## src/rtl/speed_gate_dp.sv

```systemverilog
// speed_gate_dp: multi-lane speed trap and gate datapath.
// Each lane times the interval between its two sensors in milliseconds. A shared
// restoring divider turns that time into speed = SPEED_K / ms. Alongside sit a
// saturating occupancy counter and the barrier-enable latch.
// Optional feature: define SPEED_GATE_OVERSPEED_EN to build the overspeed comparator.

module speed_gate_lane #(
    parameter int WIDTH_MS = 9
) (
    input  logic                clk,
    input  logic                reset_n,
    input  logic                ms_tick,
    input  logic                sensor_a,
    input  logic                sensor_b,
    input  logic                grant,
    output logic                pend,
    output logic [WIDTH_MS-1:0] ms,
    output logic                timeout
);
    typedef enum logic [1:0] {IDLE, TIMING, PEND} lane_state_e;

    localparam logic [WIDTH_MS-1:0] MS_MAX = '1;

    lane_state_e         state_q, state_d;
    logic [WIDTH_MS-1:0] ms_q, ms_d;
    logic                timeout_q, timeout_d;

    // Lane state, elapsed-ms counter and registered timeout pulse
    always_ff @(posedge clk) begin
        if (!reset_n) begin
            state_q   <= IDLE;
            ms_q      <= '0;
            timeout_q <= 1'b0;
        end else begin
            state_q   <= state_d;
            ms_q      <= ms_d;
            timeout_q <= timeout_d;
        end
    end

    // Start on A, stop on B (B beats a coincident tick), abandon on counter wrap
    always_comb begin
        state_d   = state_q;
        ms_d      = ms_q;
        timeout_d = 1'b0;
        case (state_q)
            IDLE: begin
                if (sensor_a) begin
                    state_d = TIMING;
                    ms_d    = '0;
                end
            end
            TIMING: begin
                if (sensor_b) begin
                    state_d = PEND;
                end else if (ms_tick) begin
                    if (ms_q == MS_MAX) begin
                        timeout_d = 1'b1;
                        state_d   = IDLE;
                    end else begin
                        ms_d = ms_q + 1'b1;
                    end
                end
            end
            PEND: begin
                if (grant) state_d = IDLE;
            end
            default: state_d = IDLE;
        endcase
    end

    assign pend    = (state_q == PEND);
    assign ms      = ms_q;
    assign timeout = timeout_q;
endmodule

module speed_gate_dp #(
    parameter int LANES       = 2,
    parameter int CLK_PER_MS  = 50000,
    parameter int WIDTH_MS    = 9,
    parameter int WIDTH_SPEED = 14,
    parameter int SPEED_K     = 14400,
    parameter int CAPACITY    = 3,
    parameter int WIDTH_CNT   = 2,
    parameter int SPEED_LIMIT = 60,
    localparam int LANE_W     = (LANES > 1) ? $clog2(LANES) : 1
) (
    input  logic                   clk,
    input  logic                   reset_n,
    input  logic [LANES-1:0]       sensor_a,
    input  logic [LANES-1:0]       sensor_b,
    input  logic                   veh_in,
    input  logic                   veh_out,
    input  logic                   bar_open,
    input  logic                   bar_close,
    output logic [WIDTH_CNT-1:0]   num_veh,
    output logic                   full,
    output logic                   empty,
    output logic [WIDTH_SPEED-1:0] speed,
    output logic [LANE_W-1:0]      speed_lane,
    output logic                   speed_valid,
    output logic                   div_zero,
    output logic [LANES-1:0]       timeout,
    output logic                   overspeed,
    output logic                   en_barrier
);
    localparam int WS   = WIDTH_SPEED;
    localparam int PS_W = (CLK_PER_MS > 1) ? $clog2(CLK_PER_MS) : 1;
    localparam int IT_W = $clog2(WIDTH_SPEED + 1);
    localparam logic [WIDTH_CNT-1:0] CAP_C = WIDTH_CNT'(CAPACITY);

    // Reject parameter sets the datapath cannot represent
    if (CAPACITY >= (1 << WIDTH_CNT) || LANES < 1 || LANES > 8 ||
        WIDTH_MS > WIDTH_SPEED || SPEED_K >= (1 << WIDTH_SPEED) ||
        SPEED_LIMIT >= (1 << WIDTH_SPEED)) begin : g_bad_cfg
        $error("speed_gate_dp: inconsistent parameter set");
    end

    // ---------------- millisecond prescaler ----------------
    logic [PS_W-1:0] ps_q, ps_d;
    logic            ms_tick;

    assign ms_tick = (ps_q == PS_W'(CLK_PER_MS - 1));

    // Free-running prescaler, wraps at CLK_PER_MS-1
    always_comb begin
        ps_d = ms_tick ? '0 : ps_q + 1'b1;
    end

    // ---------------- lanes ----------------
    logic [LANES-1:0]               lane_pend;
    logic [LANES-1:0]               gnt;
    logic [LANES-1:0][WIDTH_MS-1:0] lane_ms;

    for (genvar g = 0; g < LANES; g++) begin : g_lane
        speed_gate_lane #(.WIDTH_MS(WIDTH_MS)) u_lane (
            .clk      (clk),
            .reset_n  (reset_n),
            .ms_tick  (ms_tick),
            .sensor_a (sensor_a[g]),
            .sensor_b (sensor_b[g]),
            .grant    (gnt[g]),
            .pend     (lane_pend[g]),
            .ms       (lane_ms[g]),
            .timeout  (timeout[g])
        );
    end

    // ---------------- round-robin arbiter ----------------
    logic [LANE_W-1:0]   last_q, last_d;
    logic [LANE_W-1:0]   gnt_lane;
    logic                gnt_vld;
    logic [WIDTH_MS-1:0] gnt_ms;
    logic                busy_q, busy_d;
    int                  idx;

    // Pick the first pending lane after the last one served, only while the divider is free
    always_comb begin
        gnt      = '0;
        gnt_lane = '0;
        gnt_vld  = 1'b0;
        gnt_ms   = '0;
        idx      = 0;
        if (!busy_q) begin
            for (int i = 1; i <= LANES; i++) begin
                idx = int'(last_q) + i;
                if (idx >= LANES) idx = idx - LANES;
                if (!gnt_vld && lane_pend[idx]) begin
                    gnt_vld  = 1'b1;
                    gnt_lane = LANE_W'(idx);
                    gnt_ms   = lane_ms[idx];
                    gnt[idx] = 1'b1;
                end
            end
        end
        last_d = gnt_vld ? gnt_lane : last_q;
    end

    // ---------------- restoring divider ----------------
    // The dividend register doubles as the quotient: each step shifts the next
    // dividend bit out of the top and the fresh quotient bit in at the bottom.
    logic [IT_W-1:0]   iter_q, iter_d;
    logic [WS-1:0]     rem_q, rem_d;
    logic [WS-1:0]     dvd_q, dvd_d;
    logic [WS-1:0]     dsr_q, dsr_d;
    logic [LANE_W-1:0] lane_q, lane_d;
    logic [WS:0]       rem_sh;
    logic              fits;
    logic [WS-1:0]     q_fin;

    logic [WS-1:0]     speed_q, speed_d;
    logic [LANE_W-1:0] speed_lane_q, speed_lane_d;
    logic              valid_q, valid_d;
    logic              dz_q, dz_d;
    logic              ovs_q, ovs_d;

    assign rem_sh = {rem_q, dvd_q[WS-1]};
    assign fits   = (rem_sh >= {1'b0, dsr_q});
    assign q_fin  = {dvd_q[WS-2:0], fits};

    // Divider sequencing and result capture; a zero divisor bypasses the iterations
    always_comb begin
        busy_d       = busy_q;
        iter_d       = iter_q;
        rem_d        = rem_q;
        dvd_d        = dvd_q;
        dsr_d        = dsr_q;
        lane_d       = lane_q;
        speed_d      = speed_q;
        speed_lane_d = speed_lane_q;
        valid_d      = 1'b0;
        dz_d         = 1'b0;
        ovs_d        = 1'b0;
        if (busy_q) begin
            rem_d = fits ? WS'(rem_sh - {1'b0, dsr_q}) : WS'(rem_sh);
            dvd_d = q_fin;
            if (iter_q == '0) begin
                busy_d       = 1'b0;
                valid_d      = 1'b1;
                speed_d      = q_fin;
                speed_lane_d = lane_q;
`ifdef SPEED_GATE_OVERSPEED_EN
                ovs_d        = (q_fin > WS'(SPEED_LIMIT));
`else
                ovs_d        = 1'b0;
`endif
            end else begin
                iter_d = iter_q - 1'b1;
            end
        end else if (gnt_vld) begin
            lane_d = gnt_lane;
            if (gnt_ms == '0) begin
                valid_d      = 1'b1;
                dz_d         = 1'b1;
                speed_d      = '1;
                speed_lane_d = gnt_lane;
            end else begin
                busy_d = 1'b1;
                iter_d = IT_W'(WIDTH_SPEED - 1);
                rem_d  = '0;
                dvd_d  = WS'(SPEED_K);
                dsr_d  = WS'(gnt_ms);
            end
        end
    end

    // ---------------- occupancy and barrier ----------------
    logic [WIDTH_CNT-1:0] num_q, num_d;
    logic                 full_q, full_d;
    logic                 empty_q, empty_d;
    logic                 bar_q, bar_d;
    logic                 acc_in, acc_out;

    // Saturating count; simultaneous in/out cancels. Flags follow the new count.
    always_comb begin
        acc_in  = veh_in && !veh_out && (num_q != CAP_C);
        acc_out = veh_out && !veh_in && (num_q != '0);
        num_d   = num_q;
        if (acc_in)  num_d = num_q + 1'b1;
        if (acc_out) num_d = num_q - 1'b1;
        full_d  = (num_d == CAP_C);
        empty_d = (num_d == '0);
        bar_d   = bar_q;
        if (acc_in || bar_open) bar_d = 1'b1;
        else if (bar_close)     bar_d = 1'b0;
    end

    // All state registers; every output reads 0 while reset is held
    always_ff @(posedge clk) begin
        if (!reset_n) begin
            ps_q         <= '0;
            last_q       <= LANE_W'(LANES - 1);
            busy_q       <= 1'b0;
            iter_q       <= '0;
            rem_q        <= '0;
            dvd_q        <= '0;
            dsr_q        <= '0;
            lane_q       <= '0;
            speed_q      <= '0;
            speed_lane_q <= '0;
            valid_q      <= 1'b0;
            dz_q         <= 1'b0;
            ovs_q        <= 1'b0;
            num_q        <= '0;
            full_q       <= 1'b0;
            empty_q      <= 1'b0;
            bar_q        <= 1'b0;
        end else begin
            ps_q         <= ps_d;
            last_q       <= last_d;
            busy_q       <= busy_d;
            iter_q       <= iter_d;
            rem_q        <= rem_d;
            dvd_q        <= dvd_d;
            dsr_q        <= dsr_d;
            lane_q       <= lane_d;
            speed_q      <= speed_d;
            speed_lane_q <= speed_lane_d;
            valid_q      <= valid_d;
            dz_q         <= dz_d;
            ovs_q        <= ovs_d;
            num_q        <= num_d;
            full_q       <= full_d;
            empty_q      <= empty_d;
            bar_q        <= bar_d;
        end
    end

    assign num_veh     = num_q;
    assign full        = full_q;
    assign empty       = empty_q;
    assign en_barrier  = bar_q;
    assign speed       = speed_q;
    assign speed_lane  = speed_lane_q;
    assign speed_valid = valid_q;
    assign div_zero    = dz_q;
    assign overspeed   = ovs_q;
endmodule

```

## config.mk

```make
export PLATFORM = sky130hd
export DESIGN_NAME = speed_gate_dp
export DESIGN_NICKNAME = d
export VERILOG_FILES = /design/src/rtl/speed_gate_dp.sv
export SDC_FILE = /design/constraint.sdc
export NUM_CORES = 1
export LEC_CHECK = 0
export ABC_CLOCK_PERIOD_IN_PS = 2500
export BUFFER_PORTS_ARGS = -buffer_cell sky130_fd_sc_hd__buf_2
export CORE_MARGIN = 10
export CORE_UTILIZATION = 33
export DETAILED_ROUTE_END_ITERATION = 10
export SYNTH_ARGS = -nofsm -noshare
export SYNTH_HDL_FRONTEND = slang
export SYNTH_SLANG_ARGS = --single-unit
```

## constraint.sdc

```tcl
create_clock -name clk -period 2.5 [get_ports clk]
set_clock_uncertainty 0.1 [all_clocks]
set_input_delay 0 -clock clk [delete_from_list [all_inputs] [get_ports clk]]
set_output_delay 0 -clock clk [all_outputs]
set_load 0.01 [all_outputs]
```

# ---- Word-level counts from Yosys, hierarchy flattened
# Cells that the tools add are included.
dict set report word_totals {
  output_inout_bits 25
  register_bits 106
  inputBits 10
  wordCells 197
}
dict set report op_classes {
  n_addsub 11
  n_reduce_logical 35
  muxes 89
  n_eq_ne 26
  magnitude_cmp 7
  bitwise_logic 7
}
# operator n
set op_table {}
lappend op_table {{$mux W14} 11}
lappend op_table {{$mux W9} 17}
lappend op_table {{$mux W32} 4}
lappend op_table {{$ge A32 B1 Y1 const B} 2}
lappend op_table {{$lt A32 B3 Y1 const B} 2}
lappend op_table {{$pmux W9 S2} 2}
lappend op_table {{$mux W2} 16}
lappend op_table {{$mux W1} 31}
lappend op_table {{$ne A2 B2 Y1 const B} 13}
lappend op_table {{$add A9 B1 Y9 const B} 2}
lappend op_table {{$eq A9 B9 Y1 const B} 2}
lappend op_table {{$add A16 B1 Y16 const B} 1}
lappend op_table {{$eq A16 B16 Y1 const B} 1}
lappend op_table {{$mux W4} 4}
lappend op_table {{$ge A15 B9 Y1} 1}
lappend op_table {{$sub A14 B9 Y14} 1}
lappend op_table {{$pmux W2 S3} 2}
lappend op_table {{$reduce_bool A2 Y1} 6}
lappend op_table {{$reduce_and A5 Y1} 2}
lappend op_table {{$logic_not A9 Y1} 1}
lappend op_table {{$reduce_and A3 Y1} 3}
lappend op_table {{$reduce_and A4 Y1} 2}
lappend op_table {{$reduce_or A4 Y1} 2}
lappend op_table {{$logic_and A1 B1 Y1} 7}
lappend op_table {{23 further kinds} 40}

# ---- Depth between registers and ports, before layout
# Gate-level depths: netlist (run 1).
dict set report depth {
  depth_word 17
  ltp_mapped 9
}

# ---- Cells and area by module
# Synthesis (run 1) repeated with hierarchy kept, for this count alone.
dict set report hier_totals {
  hier_cells 543
  hier_area_um2 5063.6
}
# module seq_area_each_um2 cells_per_inst area_per_inst_um2 instances
set modules_own_cells {}
lappend modules_own_cells {speed_gate_dp 1641.6 421 3834.9 1}
lappend modules_own_cells {speed_gate_lane 240.2 61 614.3 2}

# ---- Worst setup path before layout (run 1)
# OpenSTA, ideal clock, no wires.
dict set report synth_timing {
  kind {register to register}
  start {register dsr_q[4]}
  end {register rem_q[0]}
  arrival_ns 2.131
  path_stages_with_launch 9
  period_less_slack_ns 2.347
  path_slack_ns 0.153
  n_path_buf 0
  path_cell_list {dfxtp_1 -> inv_1 -> ha_1 -> a211oi_1 -> o21ba_2 -> and2_1 -> o31ai_2 -> mux2i_1 -> a22o_1}
}
dict set report synth_between {
  elab_chain_cells 3
}
# element line_no
set synth_rtl {}
lappend synth_rtl {{from (decl)} 185} ;# logic [WS-1:0] dsr_q, dsr_d;
lappend synth_rtl {{from (signal assigned)} 295} ;# dsr_q <= dsr_d;
lappend synth_rtl {{$ge A15 B9 Y1} 198} ;# assign fits = (rem_sh >= {1'b0, dsr_q});
lappend synth_rtl {{$mux W14} 215} ;# rem_d = fits ? WS'(rem_sh - {1'b0, dsr_q}) : WS'(rem_sh);
lappend synth_rtl {{$mux W14} 214} ;# if (busy_q) begin
lappend synth_rtl {{to (signal assigned)} 293} ;# rem_q <= rem_d;
lappend synth_rtl {{to (decl)} 183} ;# logic [WS-1:0] rem_q, rem_d;
# Every way passes these cells.
# A chain may end at the register's enable or synchronous reset.

# ---- Final worst setup path (run 1)
dict set report layout_timing {
  start {register dsr_q[5]}
  end {register rem_q[5]}
}
dict set report layout_between {
  elab_chain_cells 3
}
# element line_no
set layout_rtl {}
lappend layout_rtl {{$sub A14 B9 Y14 or $ge A15 B9 Y1 (tied branches)} {215, 198}}
lappend layout_rtl {{$mux W14 *} 215}
lappend layout_rtl {{$mux W14 *} 214}
# Every way passes the cells marked *; elsewhere a longest branch is shown, timed or not.

==> flow_summary.yaml, run 1 <==
timing:
  tightest_slew_ns: 0.601
  slew_violations: 0
  fin_crit_ns: 2.38
  setup_viol: 0
  finalWorstSetupSlack_ns: 0.123
  rsz0062_at_grt: "true"
  min_period_over_period_pct: 95.1
  clock.fmax_ghz: 0.421
  final-hold-violation-count: 0
  slew-limit-headroom_pct: 60.0
  hold_ws_ns: 0.0258
routing:
  drt-pass1-iter-count: 5
  wl_per_cell_um: 14.2
  drtIter0Drc: 293
  wl_um: 11900
  vias: 4315
  routed_via_density: 5.12
  drcViolationCount: 0
  final_antenna_net_count: 0
floorplan:
  die_w_um: 144
  die_area_um2: 20800
  start_util_pct: 33.6
  io_pins: 35
  dieHeight_um: 144
  core_um2: 15100
  rows: 45
yosys:
  syn_avg_cell_area_um2: 8.91
  synth_most_common_cell: "dfxtp_1"
  synth_seq_cells: 106
  yosys_most_used_dff: "dfxtp_1"
  synth_cell_types: 62
  synth_edf_count: 0
  netlist.area_leader.share_pct: 41.7
  ys_top_cells_by_area: "dfxtp_1 42%, nor2_1 4.7%, ha_1 4.2%"
  synth_area_um2: 5090
  netlist_instances: 572
  yosys-top-cells-count: "106 x dfxtp_1, 64 x nor2_1, 39 x nand2_1"
  syn-num-nets: 600
  async_flop_share_pct: 0
  synth_top_cell_by_area: "dfxtp_1"
  ys_seq_area_share_pct: 41.7
  synth-warning-count: 0
global_routing:
  antenna_found_initial: 0
  grt_pass1_vias: 4162
  grtUsageTotal_pct: 11.6
  grt-ovfl-total: 0
  grt_pass1_wl_um: 19900
  grt_start_max_net_pins: 38
power_and_ir_drop:
  leakagePower_nw: 2.42
  powerDensity_nw_per_um2: 552
  total_power_w: 0.00344
  irDropWorstVdd_mv: 0.404
cells_and_area:
  fin_area_um2: 6230
  stdcell_count: 842
  layout-drive-gt1-share_pct: 20.9
  num_antenna_cells: 0
  final_nets: 678
  area_growth_pct: 22.3
  nFillCells: 1489
run_status:
  status: "completed"
critical_path:
  cp-end-kind: "register"
  critPathMaxFanout: 4
  crit_type: "register to register"
  critPathLaunchType: "register"
  path_cells: "inv_1 > ha_4 > nand4_1 > o21bai_4 > and2_1 > buf_4 > o31a_1 > or4_1 > nand3_1"
  cpMaxStageDelayCell: "or4_1"
  crit_required_ns: 2.70
  crit_path_max_incr_delay_ns: 0.53
  worstPathArrival_ns: 2.58
clock_network:
  clockBufferDepth: 2
  numClockSinks: 106
  cts_inserted_buffers: 9
  clock_latency_ns: 0.35
  clk_pin_slew_ns: 0.07
  cts_tree: "built"
  clockRootBuffer: "clkbuf_16"
  htreeDepth: 3
place:
  numPortBuffers: 33
  place_congestion: 0.844
  placed_area_um2: 5760
  dp_cells: 817
  dp_hpwl_um: 8510
  pre_cts_ws_ns: -0.136
flow_run:
  maxCapViolCount: 0
min_path:
  hp-class: "input port to register"
-- critical path, delay by kind of cell, from the launching register on --
family,cells,cell delay [ns]
AOI/OAI and AO/OA,2,0.47
and+or+nand+nor,4,0.93
buffers and inverters,2,0.22
adders and majority gates,1,0.28
DFF,1,0.33
-- what timing repair did --
item | 4_1_cts | 5_1_grt
resized for setup | 2 | 10
endpoints found under the setup margin | 8 | 20
setup buffers | 2 | 3
cloned | 0 | 0
pin swaps | 1 | 4
endpoints found under the hold margin | 6 | 0
hold buffers | 5 | 0
-- flip-flops by register name, summed over array words and instances, names as in the netlist, 2 cells and up --
name	count
iter_q	4
g_lane.u_lane.ms	18
rem_q	14
dvd_q	14
speed	14
g_lane.u_lane.timeout	2
g_lane.u_lane.state_q	4
ps_q	16
num_veh	2
dsr_q	9
-- path summary, 6_finish.rpt --
| kind | startpoint | to | slack (ns) | cells past startpoint |
|---|---|---|---|---|
| worst max-delay path | dsr_q[5] | rem_q[5] | 0.12 | 9 |
| worst min-delay path | veh_in | empty | 0.03 | 4 |
| worst min register to register | ps_q[0] | ps_q[0] | 0.36 | 1 |
| worst max register to register | dsr_q[5] | rem_q[5] | 0.12 | 9 |
-- final cells by class --
cell class / count / area (µm²) / share of cell area [%]
flip-flops and latches: 106 / 2120 / 34.1
clock inverters: 5 / 56.3 / 0.904
repair buffers: 92 / 633 / 10.2
clock buffers: 10 / 229 / 3.68
inverters: 21 / 78.8 / 1.27
multi-input cells: 420 / 2870 / 46.1
well taps: 188 / 235 / 3.78
-- stage by stage --
stage,util (%),TNS [ns]
floorplan,-,0
global placement,38.1,-0.227
detailed placement,38.1,-0.491
CTS,40.5,0
global route,41.1,-0.0243
finish,41.1,0
-- cells by family (layout without fill, tap and decap cells) --
family	Yosys count	count (layout)	share of synthesized area [%]
AND/OR/NAND/NOR	225	225	23.6
XOR/XNOR	33	33	5.67
flip-flops	106	106	41.7
other	1	1	0.0736
AO/OA/AOI/OAI	129	129	18.0
buffers and inverters	46	128	3.73
adder cells (fa/ha/maj)	18	18	4.57
multiplexers	14	14	2.75
-- cell usage in the layout (no fill, tap or decap), types with 4 or more instances in the layout --
master and n:
dfxtp_1 105, nor2_1 64, buf_4 53, nand2_1 39, buf_2 33, a21oi_1 30, o21ai_0 23, xnor2_1 23
inv_1 21, nor2b_1 20, nand3_1 19, o221a_2 15, mux2i_1 14, ha_1 13, nand2b_1 10, a21boi_0 10
xor2_1 10, a22oi_1 10, nor3b_1 9, nor4_1 9, clkbuf_16 9, and2_1 8, or4_1 7, nor3_1 7
nand4_1 6, or3_1 6, o211ai_1 5, a31oi_1 5, dlygate4sd3_1 5, a32oi_1 4, ha_4 4
-- routing by layer --
| layer | vias up | share of wire, % | GRT usage (%) | routed length (µm) |
|---|---|---|---|---|
| li1 | 2195 | - | - | - |
| met1 | 2021 | 49 | 14.9 | 5820 |
| met2 | 83 | 45 | 18.2 | 5360 |
| met3 | 16 | 4.7 | 3.61 | 556 |
| met4 | 0 | 1.6 | 3.83 | 192 |
| met5 | - | 0 | 0 | 0 |
-- power breakdown --
group	internal, W	leakage [nW]	total [W]	switching (W)
Clock	0.000770	0.138	0.00140	0.000633
Combinational	0.000123	1.42	0.000273	0.000150
Sequential	0.00173	0.859	0.00176	0.0000281
Total	0.00263	2.42	0.00344	0.000811
No activity file was read; power rests on OpenSTA's default activity.
==> run 2, diff against run 1 <==
--- a/config.mk
+++ b/config.mk
@@ -7,6 +7,7 @@
 export LEC_CHECK = 0
 export ABC_CLOCK_PERIOD_IN_PS = 2500
 export BUFFER_PORTS_ARGS = -buffer_cell sky130_fd_sc_hd__buf_2
+export CORE_ASPECT_RATIO = 0.9
 export CORE_MARGIN = 10
 export CORE_UTILIZATION = 33
 export DETAILED_ROUTE_END_ITERATION = 10
==> run 2 against run 1 <==
  * Routed wire length grew 0.40%
  * Non-clock buffer count grew 6
  * Combinational power shrank 1%
  * Highest routed layer unchanged
  * Maximum frequency is essentially flat
  * Largest power group unchanged
  * Sequential power is essentially flat
  * Clock power is essentially flat
==> flow_summary.yaml, run 2 (synthesized netlist as in run 1, its figures left out) <==
cells_and_area:
  most-common-layout-cells: "104 x dfxtp_1, 64 x nor2_1, 60 x buf_4"
  nFillCells: 1576
  layout-drive-gt1-share_pct: 21.5
  num_antenna_cells: 0
  multi_input_area_um2: 2870
  area_growth_pct: 23.2
  final_nets: 684
  ff_latch_area_um2: 2120
  fin_area_um2: 6270
  layout_commonest_cell: "dfxtp_1"
  largest_register_ffs: 18
clock_network:
  clk_pin_slew_ns: 0.07
  clockRootBuffer: "clkbuf_16"
  numClockSinks: 106
  cts_inserted_buffers: 9
  clock_latency_ns: 0.35
  clockBufferDepth: 2
  cts_tree: "built"
  htreeDepth: 3
place:
  placed_area_um2: 5810
  dp_hpwl_um: 8670
  numPortBuffers: 33
  place_congestion: 0.806
global_routing:
  grt_pass1_wl_um: 20300
  grt-ovfl-total: 0
  grt_pass1_vias: 4304
  antenna_found_initial: 0
  grt_start_max_net_pins: 32
  grtUsageTotal_pct: 11.9
routing:
  routed_via_density: 5.06
  vias: 4368
  drtIter0Drc: 225
  drcViolationCount: 0
  drt-pass1-iter-count: 7
  wl_um: 12000
  wl_per_cell_um: 13.9
  final_antenna_net_count: 0
power_and_ir_drop:
  powerDensity_nw_per_um2: 549
  pwr-share-seq_pct: 51.2
  clkPwrFrac_pct: 41.0
  p_int_w: 0.00264
  combPwrFrac_pct: 7.8
  leakagePower_nw: 2.45
  swShare_pct: 23.4
  switching_power_w: 0.000805
  irDropWorstVdd_mv: 0.329
  total_power_w: 0.00344
critical_path:
  path_cells: "inv_1 > ha_4 > a211oi_1 > o21ba_2 > and2_4 > buf_4 > o31a_1 > or4_1 > nand3_1"
  timing.rr.start: "dsr_q[4]"
  critPathLaunchType: "register"
  crit_path_max_incr_delay_ns: 0.51
  r2r_cells: 9
  rr_endpoint: "rem_q[5]"
  crit_required_ns: 2.69
  crit_type: "register to register"
  cp-end-kind: "register"
  worstPathArrival_ns: 2.57
  critPathMaxFanout: 5
  r2r_setup_slack_ns: 0.12
  cpMaxStageDelayCell: "or4_1"
floorplan:
  die_w_um: 151
  start_util_pct: 33.3
  io_pins: 35
  rows: 43
  core_um2: 15300
  dieHeight_um: 138
  die_area_um2: 20800
timing:
  clock.fmax_ghz: 0.420
  fin_crit_ns: 2.38
  slew-limit-headroom_pct: 58.4
  min_period_over_period_pct: 95.2
  setup_viol: 0
  slew_violations: 0
  tightest_slew_ns: 0.625
  final-hold-violation-count: 0
min_path:
  holdPathStages: 4
  worstHoldStart: "sensor_a[1]"
  holdPathEnd: "g_lane[1].u_lane.ms[6]"
  hp-class: "input port to register"
flow_run:
  maxCapViolCount: 0
run_status:
  status: "completed"
[run 2: cell types whose count changed in the layout (fill, tap and decap cells not counted), sizes merged]
| cell | before | now |
|---|---|---|
| clkbuf | 10 | 12 |
| buf | 87 | 93 |
| clkinvlp | 1 | 0 |
| clkinv | 3 | 2 |
| inv | 21 | 22 |
[run 2: final cells by class]
type | count | area share, %
repair buffers | 98 | 10.6
clock inverters | 4 | 0.818
well taps | 202 | 4.03
multi-input cells | 420 | 45.7
clock buffers | 12 | 3.77
flip-flops and latches | 106 | 33.9
inverters | 21 | 1.26
[run 2: worst max-delay path: cells and delay by family (launching register included)]
family / cells / cell delay [ns]
DFF: 1 / 0.33
adders and majority gates: 1 / 0.29
AOI/OAI and AO/OA: 3 / 0.65
and+or+nand+nor: 3 / 0.77
buffers and inverters: 2 / 0.20
[run 2: through the flow]
step | setup slack, ns | util, % | TNS, ns | hold WS, ns | std cells
3_3_place_gp | -0.110 | 38.0 | -0.388 | 0.108 | 836
3_5_place_dp | -0.177 | 38.0 | -0.899 | 0.118 | 836
4_1_cts | 0.0145 | 40.4 | 0 | 0.00316 | 860
5_1_grt | -0.0118 | 41.1 | -0.0179 | 0.0350 | 863
2_1_floorplan | 0.153 | - | 0 | -0.0226 | 572
6_report | 0.120 | 41.1 | 0 | 0.0165 | 863
[run 2: metal layers]
| layer | routed length (µm) | share of wire (%) | track usage [%] | up-vias |
|---|---|---|---|---|
| met1 | 5870 | 49 | 15.5 | 2070 |
| met5 | 0 | 0 | 0 | - |
| li1 | - | - | - | 2214 |
| met2 | 5510 | 46 | 18.5 | 71 |
| met4 | 150 | 1.3 | 4.17 | 0 |
| met3 | 443 | 3.7 | 3.16 | 13 |
[run 2: timing repair]
| item | CTS | global route |
|---|---|---|
| resized for setup | 1 | 13 |
| gates cloned | 0 | 0 |
| buffers inserted | 3 | 3 |
| endpoints found under the hold margin | 6 | 0 |
| hold buffers | 5 | 0 |
| pin swaps | 2 | 4 |
| setup endpoints to repair | 11 | 20 |
[run 2: worst max path at each step]
stage	start	to	slack, ns
after floorplan	dsr_q[4]	rem_q[0]	0.15
after global placement	dsr_q[4]	rem_q[1]	-0.11
after detailed placement	dsr_q[4]	rem_q[1]	-0.18
after CTS	dsr_q[4]	rem_q[5]	0.01
after global routing	dvd_q[13]	rem_q[8]	-0.01
final	dsr_q[4]	rem_q[5]	0.12
[run 2: power groups by stage]
stage / sequential, W / combinational, W / clock, W
4_1_cts: 0.00176 / 0.000272 / 0.00145
3_5_place_dp: 0.00180 / 0.000264 / 0
3_3_place_gp: 0.00180 / 0.000258 / 0
2_1_floorplan: 0.00182 / 0.000149 / 0
5_1_grt: 0.00177 / 0.000302 / 0.00152
6_report: 0.00176 / 0.000269 / 0.00141
